<file path="src/rtl/find_max_datapath_pkg.sv">
// rtl/find_max_datapath_pkg.sv - shared state encoding and default sizes for the findMax datapath
// Contents: state_e (S_IDLE/S_FETCH/S_SCAN/S_DONE) and the default DATA_W/ADDR_W/DEPTH.
package find_max_datapath_pkg;

    localparam int DEF_DATA_W = 8;
    localparam int DEF_ADDR_W = 4;
    localparam int DEF_DEPTH  = 16;

    typedef enum logic [1:0] {
        S_IDLE  = 2'd0,
        S_FETCH = 2'd1,
        S_SCAN  = 2'd2,
        S_DONE  = 2'd3
    } state_e;

endpackage

</file>
<file path="src/rtl/find_max_datapath_max_compare_reg.sv">
// rtl/find_max_datapath_max_compare_reg.sv - running-maximum value/index register pair
// Ports:
//   clk_i, rst_ni   clock, asynchronous active-low reset
//   clear_i         zero both registers (start of a new scan)
//   cmp_en_i        a valid word is presented on data_i this cycle
//   first_i         data_i is the first word of the scan; load unconditionally
//   data_i, index_i candidate word and its address
//   max_value_o, max_index_o  current maximum and its address
module max_compare_reg
    import find_max_datapath_pkg::*;
#(
    parameter int DATA_W = DEF_DATA_W,
    parameter int ADDR_W = DEF_ADDR_W
) (
    input  logic              clk_i,
    input  logic              rst_ni,
    input  logic              clear_i,
    input  logic              cmp_en_i,
    input  logic              first_i,
    input  logic [DATA_W-1:0] data_i,
    input  logic [ADDR_W-1:0] index_i,
    output logic [DATA_W-1:0] max_value_o,
    output logic [ADDR_W-1:0] max_index_o
);

    logic [DATA_W-1:0] value_q;
    logic [ADDR_W-1:0] index_q;
    logic              load;

    // Strict greater-than: an equal later word never displaces the earlier index.
    assign load = cmp_en_i && (first_i || (data_i > value_q));

    always_ff @(posedge clk_i or negedge rst_ni) begin
        if (!rst_ni) begin
            value_q <= '0;
            index_q <= '0;
        end else if (clear_i) begin
            value_q <= '0;
            index_q <= '0;
        end else if (load) begin
            value_q <= data_i;
            index_q <= index_i;
        end
    end

    assign max_value_o = value_q;
    assign max_index_o = index_q;

endmodule

</file>
<file path="src/rtl/find_max_datapath.sv">
// rtl/find_max_datapath.sv - scans a synchronous-read BRAM and reports the largest word and its address
// Ports:
//   clka      clock
//   reset     asynchronous active-low reset
//   active    run/hold level from the controller; low aborts or returns to idle
//   mem_dout  BRAM read data, one cycle after the address
//   mem_en    BRAM read enable
//   mem_addr  BRAM read address
//   max_value largest word found
//   max_index address of max_value
//   busy      high while fetching/scanning
//   done      scan complete, held until active drops
module find_max_datapath
    import find_max_datapath_pkg::*;
#(
    parameter int DATA_W = DEF_DATA_W,
    parameter int ADDR_W = DEF_ADDR_W,
    parameter int DEPTH  = DEF_DEPTH
) (
    input  logic              clka,
    input  logic              reset,
    input  logic              active,
    input  logic [DATA_W-1:0] mem_dout,
    output logic              mem_en,
    output logic [ADDR_W-1:0] mem_addr,
    output logic [DATA_W-1:0] max_value,
    output logic [ADDR_W-1:0] max_index,
    output logic              busy,
    output logic              done
);

    // One extra bit so that DEPTH == 2**ADDR_W still has a representable last index.
    localparam int CNT_W = ADDR_W + 1;
    localparam logic [CNT_W-1:0] LAST = CNT_W'(DEPTH - 1);

    state_e           state_q, state_d;
    logic [CNT_W-1:0] addr_q, addr_d;
    logic [CNT_W-1:0] rd_idx_q, rd_idx_d;
    logic             mem_en_q, mem_en_d;
    logic             busy_q, busy_d;
    logic             done_q, done_d;

    logic             clear;
    logic             cmp_en;

    always_ff @(posedge clka or negedge reset) begin
        if (!reset) begin
            state_q  <= S_IDLE;
            addr_q   <= '0;
            rd_idx_q <= '0;
            mem_en_q <= 1'b0;
            busy_q   <= 1'b0;
            done_q   <= 1'b0;
        end else begin
            state_q  <= state_d;
            addr_q   <= addr_d;
            rd_idx_q <= rd_idx_d;
            mem_en_q <= mem_en_d;
            busy_q   <= busy_d;
            done_q   <= done_d;
        end
    end

    always_comb begin
        state_d  = state_q;
        addr_d   = addr_q;
        rd_idx_d = rd_idx_q;
        mem_en_d = mem_en_q;
        busy_d   = busy_q;
        done_d   = done_q;
        case (state_q)
            S_IDLE: begin
                mem_en_d = 1'b0;
                busy_d   = 1'b0;
                done_d   = 1'b0;
                if (active) begin
                    state_d  = S_FETCH;
                    addr_d   = '0;
                    rd_idx_d = '0;
                    mem_en_d = 1'b1;
                    busy_d   = 1'b1;
                end
            end
            S_FETCH: begin
                if (!active) begin
                    state_d  = S_IDLE;
                    mem_en_d = 1'b0;
                    busy_d   = 1'b0;
                end else begin
                    // Word 0 is in flight; issue address 1 so SCAN sees one word per cycle.
                    state_d  = S_SCAN;
                    addr_d   = CNT_W'(1);
                    mem_en_d = 1'b1;
                end
            end
            S_SCAN: begin
                if (!active) begin
                    state_d  = S_IDLE;
                    mem_en_d = 1'b0;
                    busy_d   = 1'b0;
                end else begin
                    rd_idx_d = rd_idx_q + 1'b1;
                    if (addr_q < LAST) begin
                        addr_d = addr_q + 1'b1;
                    end else begin
                        mem_en_d = 1'b0;
                    end
                    if (rd_idx_q == LAST) begin
                        state_d  = S_DONE;
                        mem_en_d = 1'b0;
                        busy_d   = 1'b0;
                        done_d   = 1'b1;
                    end
                end
            end
            S_DONE: begin
                mem_en_d = 1'b0;
                busy_d   = 1'b0;
                done_d   = 1'b1;
                if (!active) begin
                    state_d = S_IDLE;
                    done_d  = 1'b0;
                end
            end
            default: begin
                state_d  = S_IDLE;
                mem_en_d = 1'b0;
                busy_d   = 1'b0;
                done_d   = 1'b0;
            end
        endcase
    end

    assign clear  = (state_q == S_IDLE) && active;
    assign cmp_en = (state_q == S_SCAN) && active;

    max_compare_reg #(
        .DATA_W (DATA_W),
        .ADDR_W (ADDR_W)
    ) u_max (
        .clk_i       (clka),
        .rst_ni      (reset),
        .clear_i     (clear),
        .cmp_en_i    (cmp_en),
        .first_i     (rd_idx_q == '0),
        .data_i      (mem_dout),
        .index_i     (rd_idx_q[ADDR_W-1:0]),
        .max_value_o (max_value),
        .max_index_o (max_index)
    );

    assign mem_en   = mem_en_q;
    assign mem_addr = addr_q[ADDR_W-1:0];
    assign busy     = busy_q;
    assign done     = done_q;

endmodule

</file>
<file path="config.mk">
export PLATFORM = sky130hd
export DESIGN_NAME = find_max_datapath
export DESIGN_NICKNAME = d
export VERILOG_FILES = /design/src/rtl/find_max_datapath_pkg.sv /design/src/rtl/find_max_datapath_max_compare_reg.sv /design/src/rtl/find_max_datapath.sv
export SDC_FILE = /design/constraint.sdc
export NUM_CORES = 1
export LEC_CHECK = 0
export CAP_MARGIN = 20
export CORE_ASPECT_RATIO = 1.1
export CORE_MARGIN = 1
export CORE_UTILIZATION = 50
export DETAILED_ROUTE_END_ITERATION = 12
export PLACE_DENSITY = 0.79
export SYNTH_ARGS = -nofsm -noshare
export SYNTH_HDL_FRONTEND = slang
export SYNTH_HIERARCHICAL = 1
export SYNTH_SLANG_ARGS = --single-unit
</file>
<file path="constraint.sdc">
create_clock -name clka -period 2.2 [get_ports clka]
set_clock_uncertainty 0.05 [all_clocks]
set_input_delay 0.33 -clock clka [delete_from_list [all_inputs] [get_ports clka]]
set_output_delay 0.33 -clock clka [all_outputs]
set_load 0.01 [all_outputs]
</file>
==> summary.md <==
The path class of the tightest hold or removal check is input pin to asynchronous set/reset pin. Max-cap violations in this run came to 0. Timing analysis after detailed placement gives a worst setup slack of -0.129 ns. In this run the core area contains 22 standard-cell rows.

The run gives 2.94 mm as the half-perimeter wire length after placement. The cell sitting at the root of the clock tree is a sky130_fd_sc_hd__clkbuf_4. For the finished layout, the period the worst path requires is 2.07 ns. The run finished with clean final reports. The library cell used most frequently in the layout, excluding fill and tap cells, is sky130_fd_sc_hd__clkdlybuf4s50_1. The count of nets left with antenna violations once routing finished came out at 0. Area of the mapped netlist: 1860 um2.

The number of global-route vias before repair is 1479. The layout has 284 filler cells. The category of the most critical setup path was flop to flop.

After detailed placement, the design holds a cell count of 266. The total length of routed wires is 3.78 mm. The worst setup path is launched from a flop. Counting flops and latches in the post-synthesis netlist gives 27. Clock latency on the worst-skew pair, taken at its later pin, is 0.34 ns. Input and output buffers added on the ports amount to 29. The required time of the worst setup path was 2.42 ns. The clock buffer count from CTS is 3. The Yosys step of the flow raised 6 warnings. The worst hold margin came out at 0.302 ns. Final-layout setup total negative slack: 0 ns. For this run, the detailed router's first-pass iteration total came to 4. Routability-driven placement finished with a final weighted congestion of 0.823.

No sink is reached through more buffers than the 2 on the longest clock path. Entering global routing, the biggest net connects 28 pins. The via count was 1464; the leakage power of the design was 0.990 nW. TritonCTS built the clock tree. Transition time of the tightest slew-check pin: 0.528 ns.

Setup repair after global routing left no endpoint under its margin. The count of pins over their slew limit was 0. The tools report the kind of end point of the critical path as a flop. The footprint of the multi-input gates is 1060 um2, and the count of cell types in the netlist is 46. Among all flip-flop cells after synthesis, the most frequent one is sky130_fd_sc_hd__dfrtp_1. The register cell area after layout was 676 um2. The logs give 2.29 ns for the critical path arrival and 0 for the sum of overflow across all layers after global routing. The post-detailed-route wirelength per cell is 14.0 um. For the share of the yosys chip area belonging to registers, the log shows 0.363.

The layout cell share with drive strength beyond 1 is 0.0676. The gate count after technology mapping came out at 191. The initial cell density of the core is 0.541, and the share of async-settable or async-resettable flops after synthesis is 1.00.

The worst-case IR drop observed on VDD is 0.000530 V. The normalized max-slew margin is 0.643. The cell type with the highest aggregate area in the netlist is sky130_fd_sc_hd__dfrtp_1. Setup slack on the critical path of the routed design comes to 0.130 ns.

The period utilization came out at 0.941. The top cell types in the final layout, fill and taps aside, are 29 x sky130_fd_sc_hd__clkdlybuf4s50_1, 27 x sky130_fd_sc_hd__dfrtp_1, 26 x sky130_fd_sc_hd__nand2b_1. For this design, the CTS-stage hold fixing added 0 buffers. A synthesized cell averages 9.74 um2. Once the clock tree was built, the resizer swapped 0 gates to a different size. The logs give 0 for the number of antenna violations at the first check in global routing and 27 for the number of sinks driven by the clock tree. The completed layout was analyzed and its total power is 0.00189 W. The floorplan step set the die width to 60.2 um. For this design the ratio of total power to cell area is 842 nW/um2.

Proportion of netlist area held by the largest area contributor: 0.363. The repair_antennas step left the layout with diodes totalling 0. The full die area is 3970 um2, and the clock edge transition at the registers on the reported setup and hold paths is 0.16 ns. The wire length of the first global-routing pass was 6.44 mm; the number of setup buffers added after CTS was 0.

The relative area change from synthesis to final layout was 21.0%; the achievable clock frequency was 483 MHz. Setup violations remaining at the end of the flow were counted as 0. Of all nets on the critical path, the largest fanout is 12. The depth of the CTS H-tree was 1; the placeable core region was 3440 um2.

Ranked by total cell area, the synthesized netlist is headed by sky130_fd_sc_hd__dfrtp_1 36%, sky130_fd_sc_hd__ha_1 13%, sky130_fd_sc_hd__nand2b_1 8.7%. The finished layout holds 270 standard cells, fillers aside. After the last flow step, the layout net total stands at 253.

Counting every net in the synthesized netlist gives 221. In the routed design, unresolved DRC markers number 0. The average via count per standard cell is 5.42. For this design the top-level I/O count stands at 30. For this block, the initial DRC count from the detailed router was 73.

The all-layer global routing usage was 0.214; the chip height was 66.0 um. Counting flops with a built-in enable in the synthesized netlist gives 0. The tools report the final hold violation count as 0.
## critical path, cell delays in order, from the launching register on
cell and delay (ns):
sky130_fd_sc_hd__dfrtp_1 0.46, sky130_fd_sc_hd__inv_1 0.11, sky130_fd_sc_hd__ha_1 0.14, sky130_fd_sc_hd__nor4b_1 0.44, sky130_fd_sc_hd__nand4b_1 0.19, sky130_fd_sc_hd__o31ai_1 0.08
sky130_fd_sc_hd__a21oi_2 0.15, sky130_fd_sc_hd__buf_12 0.17, sky130_fd_sc_hd__mux2i_1 0.21
## cell usage after synthesis (2+ instances only)
cell type,count
sky130_fd_sc_hd__nand2b_1,26
sky130_fd_sc_hd__a21oi_1,2
sky130_fd_sc_hd__o21ai_0,4
sky130_fd_sc_hd__buf_2,3
sky130_fd_sc_hd__ha_1,19
sky130_fd_sc_hd__inv_1,15
sky130_fd_sc_hd__or2b_1,2
sky130_fd_sc_hd__a211oi_1,2
sky130_fd_sc_hd__buf_4,4
sky130_fd_sc_hd__and2_1,3
sky130_fd_sc_hd__and3_1,3
sky130_fd_sc_hd__nor2b_1,4
sky130_fd_sc_hd__nor3b_1,3
sky130_fd_sc_hd__dfrtp_1,27
sky130_fd_sc_hd__o31ai_1,2
sky130_fd_sc_hd__nand2_1,9
sky130_fd_sc_hd__mux2i_1,15
sky130_fd_sc_hd__nor2_1,5
sky130_fd_sc_hd__o21bai_1,3
sky130_fd_sc_hd__a31oi_1,3
sky130_fd_sc_hd__nor4_1,2
sky130_fd_sc_hd__a211o_1,2
sky130_fd_sc_hd__nand3b_1,2
sky130_fd_sc_hd__a21o_1,2
sky130_fd_sc_hd__a22o_1,2
sky130_fd_sc_hd__nand3_1,5
sky130_fd_sc_hd__clkbuf_1,3
## power by group
group | internal (W) | switching [W] | leakage (nW)
combinational | 0.000498 | 0.000492 | 0.602
sequential | 0.000587 | 0.0000955 | 0.369
clock | 0.0000684 | 0.000154 | 0.0177
## registers in the layout (all words and copies together) (netlist names)
name               flops
state_q                2
mem_en                 1
u_max/max_value_o      8
u_max/max_index_o      4
addr_q                 5
busy                   1
rd_idx_q               5
done                   1
## metrics by stage
stage                     utilization  cell area (um2)
final                           0.654             2250
after global routing            0.654             2250
after CTS                       0.654             2250
after detailed placement        0.646             2220
after global placement          0.646             2220
after floorplan                     -             1860
## logic make-up after synthesis
| kind of cell | synth area share |
|---|---|
| multiplexers | 0.0867 |
| AO/OA/AOI/OAI | 0.118 |
| buffers and inverters | 0.0666 |
| flip-flops | 0.363 |
| adder cells (fa/ha/maj) | 0.128 |
| AND/OR/NAND/NOR | 0.237 |
## layout make-up
type                       count  area share
multi-input combinational    138       0.471
sequential                    27       0.300
timing repair buffer          38       0.165
tap                           48      0.0267
inverter                      15      0.0250
clock buffer                   3      0.0100
clock inverter                 1     0.00222
## metal layers
metal	track usage	vias up	wire length (um)
met3	0.0333	6	159
met1	0.254	696	1670
met4	0.0901	0	57
li1	-	727	-
met5	0	-	0
met2	0.372	35	1900
## final timing paths
check / from / endpoint / slack, ns / depth (start not counted)
worst max-delay path: rd_idx_q[0] / u_max/max_value_o[7] / 0.13 / 8
worst min-delay path: reset / u_max/max_value_o[5] / 0.30 / 2
worst max register to register: rd_idx_q[0] / u_max/max_value_o[7] / 0.13 / 8
worst min register to register: rd_idx_q[4] / rd_idx_q[4] / 0.48 / 2
max in group asynchronous: reset / state_q[0] / 1.52 / 2
min in group clka: rd_idx_q[4] / rd_idx_q[4] / 0.48 / 2
Note: power is estimated with default switching activity, not from simulation.
